### src/rtl/multdiv_issue_ctrl_pkg.sv
// ============================================================================
// multdiv_issue_ctrl_pkg : shared decode constants, $rstatus codes, FSM states
// Revision: 1.0
// ============================================================================
`default_nettype none

package multdiv_issue_ctrl_pkg;

  localparam logic [4:0] OP_RTYPE = 5'b00000;
  localparam logic [4:0] ALU_MUL  = 5'b00110;
  localparam logic [4:0] ALU_DIV  = 5'b00111;

  localparam int STATUS_REG_DEF = 30;
  localparam int MUL_EXC_DEF    = 4;
  localparam int DIV_EXC_DEF    = 5;

  typedef enum logic [1:0] {
    IDLE  = 2'd0,
    BUSY  = 2'd1,
    WRITE = 2'd2
  } md_state_e;

endpackage

`default_nettype wire

### src/rtl/multdiv_issue_ctrl_decode.sv
// ============================================================================
// multdiv_issue_ctrl_decode : combinational mul/div recognition and rd extract
// Revision: 1.0
// ============================================================================
`default_nettype none

module multdiv_issue_ctrl_decode
  import multdiv_issue_ctrl_pkg::*;
#(
  parameter int REG_AW = 5
) (
  input  logic [31:0]       instr_i,
  output logic              is_md_o,
  output logic              is_div_o,
  output logic [REG_AW-1:0] rd_o
);

  logic [4:0] w_alu_op;
  logic       w_unused_bits;

  assign w_alu_op      = instr_i[6:2];
  assign is_md_o       = (instr_i[31:27] == OP_RTYPE) &&
                         ((w_alu_op == ALU_MUL) || (w_alu_op == ALU_DIV));
  assign is_div_o      = (w_alu_op == ALU_DIV);
  assign rd_o          = REG_AW'(instr_i[26:22]);
  assign w_unused_bits = ^{instr_i[21:7], instr_i[1:0]};

endmodule

`default_nettype wire

### src/rtl/multdiv_issue_ctrl.sv
// ============================================================================
// multdiv_issue_ctrl : issues mul/div to the multdiv unit, raises stalls and
//                      arbitrates the result or $rstatus code onto writeback
// Revision: 1.0
// ============================================================================
`default_nettype none

module multdiv_issue_ctrl
  import multdiv_issue_ctrl_pkg::*;
#(
  parameter int XLEN       = 32,
  parameter int REG_AW     = 5,
  parameter int TIMEOUT    = 64,
  parameter int STATUS_REG = STATUS_REG_DEF,
  parameter int MUL_EXC    = MUL_EXC_DEF,
  parameter int DIV_EXC    = DIV_EXC_DEF
) (
  input  logic              clock_i,
  input  logic              reset_i,
  input  logic              in_valid_i,
  input  logic [31:0]       in_instr_i,
  output logic              in_ready_o,
  input  logic [REG_AW-1:0] rd_srcA_i,
  input  logic [REG_AW-1:0] rd_srcB_i,
  output logic              hazard_stall_o,
  output logic              md_ctrl_MULT_o,
  output logic              md_ctrl_DIV_o,
  input  logic              md_resultRDY_i,
  input  logic              md_exception_i,
  input  logic [XLEN-1:0]   md_result_i,
  output logic              wb_valid_o,
  output logic [REG_AW-1:0] wb_reg_o,
  output logic [XLEN-1:0]   wb_data_o,
  input  logic              wb_ready_i,
  output logic              busy_o
);

  localparam int                TW          = $clog2(TIMEOUT);
  localparam logic [TW-1:0]     T_LAST      = TW'(TIMEOUT - 1);
  localparam logic [REG_AW-1:0] STATUS_ADDR = REG_AW'(STATUS_REG);

  md_state_e         state_q;
  logic [REG_AW-1:0] dest_q;
  logic              op_div_q;
  logic [TW-1:0]     timer_q;
  logic              mult_q;
  logic              div_q;
  logic [REG_AW-1:0] wb_reg_q;
  logic [XLEN-1:0]   wb_data_q;

  logic              w_is_md;
  logic              w_is_div;
  logic [REG_AW-1:0] w_rd;
  logic              w_issue;
  logic              w_dest_hit;
  logic              w_status_hit;
  logic [XLEN-1:0]   w_exc_code;

  multdiv_issue_ctrl_decode #(
    .REG_AW (REG_AW)
  ) u_decode (
    .instr_i  (in_instr_i),
    .is_md_o  (w_is_md),
    .is_div_o (w_is_div),
    .rd_o     (w_rd)
  );

  assign busy_o         = (state_q != IDLE);
  assign in_ready_o     = (state_q == IDLE) || ((state_q == WRITE) && wb_ready_i);
  assign w_issue        = in_valid_i && w_is_md && in_ready_o;
  assign w_exc_code     = op_div_q ? XLEN'(DIV_EXC) : XLEN'(MUL_EXC);

  // $rstatus is always treated as pending: any in-flight op may end in an exception write.
  assign w_dest_hit     = (dest_q != '0) && ((rd_srcA_i == dest_q) || (rd_srcB_i == dest_q));
  assign w_status_hit   = (rd_srcA_i == STATUS_ADDR) || (rd_srcB_i == STATUS_ADDR);
  assign hazard_stall_o = busy_o && ((in_valid_i && w_is_md && !in_ready_o) ||
                                     w_dest_hit || w_status_hit);

  assign md_ctrl_MULT_o = mult_q;
  assign md_ctrl_DIV_o  = div_q;
  assign wb_valid_o     = (state_q == WRITE);
  assign wb_reg_o       = wb_reg_q;
  assign wb_data_o      = wb_data_q;

  always_ff @(posedge clock_i or posedge reset_i) begin
    if (reset_i) begin
      state_q   <= IDLE;
      dest_q    <= '0;
      op_div_q  <= 1'b0;
      timer_q   <= '0;
      mult_q    <= 1'b0;
      div_q     <= 1'b0;
      wb_reg_q  <= '0;
      wb_data_q <= '0;
    end else begin
      mult_q <= 1'b0;
      div_q  <= 1'b0;
      case (state_q)
        IDLE, WRITE: begin
          if (w_issue) begin
            state_q  <= BUSY;
            dest_q   <= w_rd;
            op_div_q <= w_is_div;
            timer_q  <= '0;
            mult_q   <= !w_is_div;
            div_q    <= w_is_div;
          end else if ((state_q == WRITE) && wb_ready_i) begin
            state_q <= IDLE;
          end
        end
        BUSY: begin
          timer_q <= timer_q + 1'b1;
          // A result arriving on the watchdog's last cycle still wins.
          if (md_resultRDY_i) begin
            if (md_exception_i) begin
              state_q   <= WRITE;
              wb_reg_q  <= STATUS_ADDR;
              wb_data_q <= w_exc_code;
            end else if (dest_q == '0) begin
              state_q <= IDLE;
            end else begin
              state_q   <= WRITE;
              wb_reg_q  <= dest_q;
              wb_data_q <= md_result_i;
            end
          end else if (timer_q == T_LAST) begin
            state_q   <= WRITE;
            wb_reg_q  <= STATUS_ADDR;
            wb_data_q <= w_exc_code;
          end
        end
        default: state_q <= IDLE;
      endcase
    end
  end

endmodule

`default_nettype wire

### config.mk
export PLATFORM = sky130hd
export DESIGN_NAME = multdiv_issue_ctrl
export DESIGN_NICKNAME = d
export VERILOG_FILES = /design/src/rtl/multdiv_issue_ctrl_pkg.sv /design/src/rtl/multdiv_issue_ctrl_decode.sv /design/src/rtl/multdiv_issue_ctrl.sv
export SDC_FILE = /design/constraint.sdc
export NUM_CORES = 1
export LEC_CHECK = 0
export BUFFER_PORTS_ARGS = -buffer_cell sky130_fd_sc_hd__buf_2
export CORE_ASPECT_RATIO = 2
export CORE_MARGIN = 2
export CORE_UTILIZATION = 50
export DETAILED_ROUTE_END_ITERATION = 8
export PLACE_DENSITY = 0.86
export SLEW_MARGIN = 20
export SYNTH_ARGS = -nofsm -noshare
export SYNTH_HDL_FRONTEND = slang
export SYNTH_SLANG_ARGS = --single-unit
### constraint.sdc
create_clock -name clock_i -period 3.1 [get_ports clock_i]
set_clock_uncertainty 0.15 [all_clocks]
set_input_delay 0.465 -clock clock_i [delete_from_list [all_inputs] [get_ports clock_i]]
set_output_delay 0.465 -clock clock_i [all_outputs]
set_load 0.01 [all_outputs]
Word level (Yosys, flattened, before mapping):

Cells that the tools add are included.

* bits in registers: 53
* input port bits: 80
* output and inout bits: 43
* logic and storage cells: 71

* add/subtract/negate cells: 1
* equality and inequality tests: 13
* mux-type cells: 22
* reductions and logical operators: 27

Operator list (count)
* 32-bit 2-to-1 mux: 4
* 5-bit 2-to-1 mux: 4
* 2-bit 2-to-1 mux: 6
* 6-bit one-hot mux with 2 select lines: 1
* 5-bit by 3-bit == test with 1-bit output (second input constant): 2
* 5-bit == test: 2
* 5-bit == test (second input constant): 2
* 5-bit logical NOT: 2
* 3-bit != test (second input constant): 3
* 1-bit logical AND: 7
* 6-bit by 1-bit adder with 6-bit output (second input constant): 1
* 6-bit == test (second input constant): 1
* 1-bit logical OR: 6
* 6-bit 2-to-1 mux: 1
* 2-bit AND reduction: 3
* 2-bit nonzero test: 3
* 1-bit 2-to-1 mux: 5
* 5-bit nonzero test: 1
* 2-bit one-hot mux with 2 select lines: 1
* 3-bit AND reduction: 1
* 2-bit by 1-bit == test with 1-bit output (second input constant): 1
* 2-bit == test (second input constant): 1
* 1-bit logical NOT: 2
* 2-bit logical NOT: 1
* 2 further kinds: 2

Depth between registers and ports, before layout:

Gate-level depths: netlist of run 1.

* depth after elaboration: 8
* gate-level depth with buffers: 6
* gate-level depth less buffers: 5

By module:

A second synthesis of run 1 with hierarchy kept.

* cell total of the unflattened synthesis: 252
* area, all modules: 2597.5 sq um

Modules (own cells, without submodules)
* multdiv_issue_ctrl: times used 1, cells each 243, area an instance 2523.7 sq um, seq. area each 1326.3 sq um
* multdiv_issue_ctrl_decode: times used 1, cells each 9, area an instance 73.8 sq um, seq. area each 0.0 sq um

Least setup slack after synthesis of run 1:

OpenSTA, ideal clock, no wires.

* kind: register to output
* start: register dest_q[0]
* end: output hazard_stall_o
* arrival time: 1.478 ns
* required time: 2.485 ns
* path slack: 1.007 ns
* stages on the path, launching flop included: 5
* buffers on the path: 0
* cells stage by stage: dfrtp_1 -> or4_4 -> nor2_1 -> nor4_1 -> o31a_1

* longest elaborated chain between the ends: 6
* elaborated cells on any way between the ends: 8
* classes of those cells: eq/ne: 2; reduce/logical: 6

Ends and longest elaborated chain
* start: declaration: line multdiv_issue_ctrl.sv:43 `logic [REG_AW-1:0] dest_q;`
* start signal: assignment: line multdiv_issue_ctrl.sv:102 `dest_q <= w_rd;`
* 5-bit == test: line multdiv_issue_ctrl.sv:74 `assign w_dest_hit = (dest_q != '0) && ((rd_srcA_i == dest_q) || (rd_srcB_i == dest_q));`
* 1-bit logical OR: line multdiv_issue_ctrl.sv:74
* 1-bit logical AND (*): line multdiv_issue_ctrl.sv:74
* 1-bit logical OR (*): line multdiv_issue_ctrl.sv:76 `assign hazard_stall_o = busy_o && ((in_valid_i && w_is_md && !in_ready_o) ||`
* 1-bit logical OR (*): line multdiv_issue_ctrl.sv:77 `w_dest_hit || w_status_hit);`
* 1-bit logical AND (*): line multdiv_issue_ctrl.sv:76
* end: declaration: line multdiv_issue_ctrl.sv:25 `output logic hazard_stall_o,`

Mark *: on every way between the ends. The rest lies on a longest branch, timed or not.

Worst setup path in the final report of run 1:

Ends and elaborated chain as after synthesis.

==> results.toml, run 1 <==
[critical_path]
cp-end-kind = "output port"
critPathLaunch = "dest_q[0]"
arrival_ps = 1960
timing.rr.start = "timer_q[0]"
required_ps = 2480
critPathMaxFanout = 5
cp-start-kind = "register"
critical_path_class = "reg -> out"

[cts]
clock_sinks = 53
hold_buffers = 0
root_buffer = "clkbuf_8"
numCtsBuffers = 5
cts_tree = "done"
postCtsSetupBuffers = 0
path_clk_slew_ps = 90
cts-resized-gates = 0
clock_latency_ps = 300
htree_levels = 2
cts_max_path_buffers = 2

[yosys]
synth_seq_area_share_pct = 51.86
postSynthAreaPerCell_um2 = 10.70
yosys_warnings = 0
yosys.area.top_type = "dfrtp_1"
synth_nets = 320
ys_ff_latch = 53
postSynthCellCount = 239
synth_area_um2 = 2557
netlist.area_leader.share_pct = 51.86
ys_types = 38
synthTopCellsByArea = "dfrtp_1, mux2i_1, inv_1"

[floorplan]
start_util_pct = 52.09
die_area_um2 = 5737
design.core.area_um2 = 4910
io_pins = 123
die_w_um = 54.57
num_rows = 36
die_h_um = 105.1

[final_layout]
syn2layout_area_growth_pct = 25.98
antenna_cells = 0
layout-drive-gt1-share_pct = 37.46
final_common_cell = "buf_2"
postLayoutCoreUtil_pct = 65.62
final_cell_mix = "buf_2, dfrtp_1, inv_1, nand2_1, mux2i_1"
nets = 428

[detailed_routing]
drtAntennaViolNets = 0
drc_errors = 0
drt_iter0_drc = 36
post_drt_via_cell_ratio = 5.210
wl_per_cell_um = 14.13
wl_mm = 5.709
vias = 2105
first_pass_iters = 4

[timing]
rsz0062_at_grt = "no"
hold_viol_final = 0
max-slew-margin-rel_pct = 52.59
finalCriticalPeriod_ps = 2576
slew_violations = 0
setup_viol = 0
tightest_slew_ps = 709.5
fmax_ghz = 0.3881
setup_tns_ps = 0
finalCritPeriodShare_pct = 83.11

[min_path]
holdCritPathClass = "in -> async"

[placement]
dp_hpwl_mm = 4.449
place_congestion = 0.8451
portBuffers = 105

[pwr]
switchingPower_mw = 0.3103
p_int_mw = 0.9732
irDropWorstVdd_uv = 378.0
pwr-share-clk_pct = 30.0
p_leak_nw = 1.654
switching_share_pct = 24.18
powerDensity_nw_per_um2 = 398.4
seqPwrFrac_pct = 57.5
combPwrFrac_pct = 12.5

[global_route]
antenna_found_initial = 0
grt_max_degree = 32
grt_pass1_vias = 2225
gr-total-overflow = 0
grt_first_pass_wirelength_mm = 9.204
track_usage_pct = 21.86

[run_status]
status = "finished clean"

[job]
maxCapViolCount = 0
## synth_stat cells (all sizes together)
cell type and count:
or3 5, o22ai 1, and3 2, o21a 1, mux2i 32, a21o 1, nor2b 1, o41ai 1
o31a 1, a31o 2, xor2 4, nand4 2, a21oi 3, or2 2, a41oi 1, a31oi 2
and4bb 1, nor4 3, mux2 12, nor2 7, nand3 3, xnor2 7, and2 1, clkbuf 4
ha 1, o22a 1, o21ai 6, nand2b 2, o2bb2ai 1, buf 3, and2b 1, or4 1
dfrtp 53, nand2 33, nand4b 1, inv 37
## stage by stage
| stage | worst slack [ps] | power, mW | hold slack [ps] | instance area, um2 | std cells |
|---|---|---|---|---|---|
| after floorplan | 1007 | 0.8316 | 302.1 | 2557 | 239 |
| after global placement | 628.1 | 0.9078 | 316.1 | 3136 | 397 |
| after detailed placement | 545.4 | 0.9152 | 323.0 | 3136 | 397 |
| after CTS | 504.0 | 1.305 | 36.19 | 3222 | 404 |
| after global routing | 398.3 | 1.355 | 58.28 | 3222 | 404 |
| final | 523.6 | 1.284 | 33.08 | 3222 | 404 |
## routing by layer
layer / up-vias / track usage (%) / part of all wire [%]
met5: - / 0 / 0
met1: 1029 / 19.87 / 34
met3: 13 / 4.714 / 4.5
met2: 60 / 41.48 / 59
met4: 0 / 9.821 / 2.6
li1: 1003 / - / -
## registers in the layout, summed over array words and instances, names as in the netlist
register / flops
op_div_q: 1
wb_reg_o: 5
timer_q: 6
md_ctrl_MULT_o: 1
wb_data_o: 32
dest_q: 5
md_ctrl_DIV_o: 1
state_q: 2
## cell type report
| type | count | area (um2) |
|---|---|---|
| fillers | 426 | 1688 |
| repair buffers | 108 | 548.0 |
| flip-flops and latches | 53 | 1326 |
| inverters | 37 | 138.9 |
| well taps | 57 | 71.32 |
| multi-input cells | 142 | 1051 |
| clock buffers | 7 | 86.33 |
## path summary, 6_finish.rpt
check	end	slack, ps	depth (start not counted)
worst max-delay path	hazard_stall_o	520	5
worst min-delay path	wb_data_o[5]	30	2
worst max register to register	wb_data_o[31]	560	6
worst min register to register	wb_reg_o[4]	340	1
max in group asynchronous	wb_data_o[2]	2000	3
min in group clock_i	md_ctrl_MULT_o	200	2
## logic make-up (layout without fill, tap and decap cells)
group	count (synthesis)	in the layout	share of synthesized area, %
multiplexers	44	44	17.81
XOR/XNOR	11	11	3.767
AO/OA/AOI/OAI	21	21	6.214
AND/OR/NAND/NOR	65	65	12.52
flip-flops	53	53	51.86
adder cells (fa/ha/maj)	1	1	0.4892
buffers and inverters	44	152	7.338
## power groups by stage
stage | sequential, mW | clock (mW) | combinational [mW]
after floorplan | 0.758 | 0 | 0.0736
after global placement | 0.751 | 0 | 0.157
after detailed placement | 0.752 | 0 | 0.163
after CTS | 0.738 | 0.404 | 0.164
after global routing | 0.743 | 0.431 | 0.182
final | 0.738 | 0.385 | 0.161
## worst max-delay path: stages, from the launching register on
cell     delay [ps]
dfrtp_1         450
or4_4           580
nor2_1          130
nor4_1           80
o31a_1          280
buf_2           140
No activity file was read; power rests on OpenSTA's default activity.
==> inputs of run 2 (changes only) <==
--- a/config.mk
+++ b/config.mk
@@ -8,9 +8,9 @@
 export BUFFER_PORTS_ARGS = -buffer_cell sky130_fd_sc_hd__buf_2
 export CORE_ASPECT_RATIO = 2
 export CORE_MARGIN = 2
-export CORE_UTILIZATION = 50
+export CORE_UTILIZATION = 46
 export DETAILED_ROUTE_END_ITERATION = 8
-export PLACE_DENSITY = 0.86
+export PLACE_DENSITY = 0.8
 export SLEW_MARGIN = 20
 export SYNTH_ARGS = -nofsm -noshare
 export SYNTH_HDL_FRONTEND = slang
==> constraint.sdc (replaced) <==
create_clock -name clock_i -period 2.6 [get_ports clock_i]
set_clock_uncertainty 0.15 [all_clocks]
set_input_delay 0.39 -clock clock_i [delete_from_list [all_inputs] [get_ports clock_i]]
set_output_delay 0.39 -clock clock_i [all_outputs]
set_load 0.01 [all_outputs]
==> run 2 against run 1 <==
  * Sequential share of layout area shrank 0.59 points
  * Sequential power grew 19%
  * Critical path depth is the same
  * Worst hold slack lost 26 ps
  * Wire length grew 2.0%
  * Global-route usage shrank 1.7 points
  * Combinational power grew 20%
  * Setup slack lost 450 ps
  * Cell count grew 1.2%
  * First-iteration DRC count grew 69%
  * Sequential cell count is the same
==> results.toml, run 2 (synthesis results as in run 1) <==
[job]
maxCapViolCount = 0

[detailed_routing]
drc_errors = 0
drt_iter0_drc = 61
vias = 2122
drtAntennaViolNets = 0
first_pass_iters = 4
wl_per_cell_um = 14.24
post_drt_via_cell_ratio = 5.188
wl_mm = 5.825

[final_layout]
instances_no_fill = 409
syn2layout_area_growth_pct = 27.94
num-fill-cells = 471
antenna_cells = 0
layout-drive-gt1-share_pct = 38.40
nets = 430
postLayoutCoreUtil_pct = 60.90
final_cell_mix = "buf_2, dfrtp_1, inv_1, nand2_1, mux2i_1"
final_common_cell = "buf_2"
largest_reg_flops = 32

[global_route]
grt_pass1_vias = 2144
use_met1_pct = 20.15
track_usage_pct = 20.13
grt_max_degree = 32
antenna_found_initial = 0
grt_first_pass_wirelength_mm = 9.508
gr-total-overflow = 0
top_usage_layer = "met2"
use_met3_pct = 5.059
use_met2_pct = 37.46

[pwr]
p_leak_nw = 1.675
powerDensity_nw_per_um2 = 495.5
irDropWorstVdd_uv = 551.2
finalPower_mw = 1.621

[floorplan]
die_w_um = 56.73
io_pins = 123
start_util_pct = 47.60
design.core.area_um2 = 5373
die_h_um = 109.5
num_rows = 38
die_area_um2 = 6209

[cts]
root_buffer = "clkbuf_8"
clock_latency_ps = 310
clock_sinks = 53
path_clk_slew_ps = 90
cts_max_path_buffers = 2
cts_tree = "done"
htree_levels = 2
numCtsBuffers = 5
postCtsSetupBuffers = 0

[timing]
postLayoutSetupSlackWorst_ps = 73.74
setup_tns_ps = 0
max-slew-margin-rel_pct = 56.33
setup_viol = 0
slew_violations = 0
hold_viol_final = 0
tightest_slew_ps = 654.1
finalCritPeriodShare_pct = 97.16
rsz0062_at_grt = "no"
finalCriticalPeriod_ps = 2526
fmax_ghz = 0.3958

[placement]
place_congestion = 0.8017
portBuffers = 105
dpl_worst_slack_ps = 397.0
dp_cells = 402
dp_hpwl_mm = 4.507

[run_status]
status = "finished clean"

[critical_path]
critPathMaxFanout = 5
critical_path_class = "reg -> out"
cp-start-kind = "register"
required_ps = 2060
cp-end-kind = "output port"
arrival_ps = 1990

[min_path]
holdCritPathClass = "in -> async"
[run 2: changes by cell type in the layout (fill, tap and decap cells not counted)]
cell       change
buf_12         +1
buf_4          +1
bufinv_16      +1
clkbuf_1       -1
clkbuf_8       -1
clkinv_2       +1
dfrtp_1        -1
dfrtp_2        +1
[run 2: report_power, final]
| group | internal [mW] | switching (mW) |
|---|---|---|
| Sequential | 0.857 | 0.0239 |
| Combinational | 0.0931 | 0.100 |
| Clock | 0.280 | 0.267 |
[run 2: cell type report]
type	count	area (um2)	share of cell area (%)
Clock buffer	5	68.82	2.103
Clock inverter	2	35.03	1.071
Inverter	37	138.9	4.245
Multi-Input combinational cell	142	1051	32.12
Sequential cell	53	1328	40.57
Tap cell	60	75.07	2.294
Timing Repair Buffer	110	575.6	17.59
[run 2: per-stage QoR]
step | cell area [um2] | hold slack (ps)
2_1_floorplan | 2557 | 302.1
3_3_place_gp | 3167 | 317.0
3_5_place_dp | 3167 | 323.6
4_1_cts | 3271 | 25.24
5_1_grt | 3272 | 63.69
6_report | 3272 | 7.154
[run 2: worst max-delay path: stages (launching register included)]
cell     delay, ps
dfrtp_2        460
or4_4          560
nor2_1         140
nor4_1          70
o31a_1         290
buf_2          150
[run 2: final timing paths]
| kind | start | end | slack (ps) | cells after the start |
|---|---|---|---|---|
| max in group asynchronous | reset_i | wb_reg_o[1] | 1670 | 3 |
| hold / removal | reset_i | wb_data_o[25] | 7 | 2 |
| setup reg to reg | timer_q[0] | wb_data_o[16] | 400 | 6 |
| min in group clock_i | wb_ready_i | state_q[1] | 110 | 2 |
| setup / recovery | dest_q[0] | hazard_stall_o | 70 | 5 |
| hold reg to reg | wb_reg_o[4] | wb_reg_o[4] | 340 | 1 |
[run 2: timing repair]
item,in CTS,in global routing
setup endpoints to repair,0,1
hold buffers,0,0
gates resized for setup,0,1
hold endpoints to repair,0,0
[run 2: layer usage]
layer | routed length, um | part of all wire (%) | up-vias
li1 | - | - | 1007
met1 | 2071 | 36 | 1033
met2 | 3281 | 56 | 70
met3 | 332 | 5.7 | 12
met4 | 140 | 2.4 | 0
met5 | 0 | 0 | -
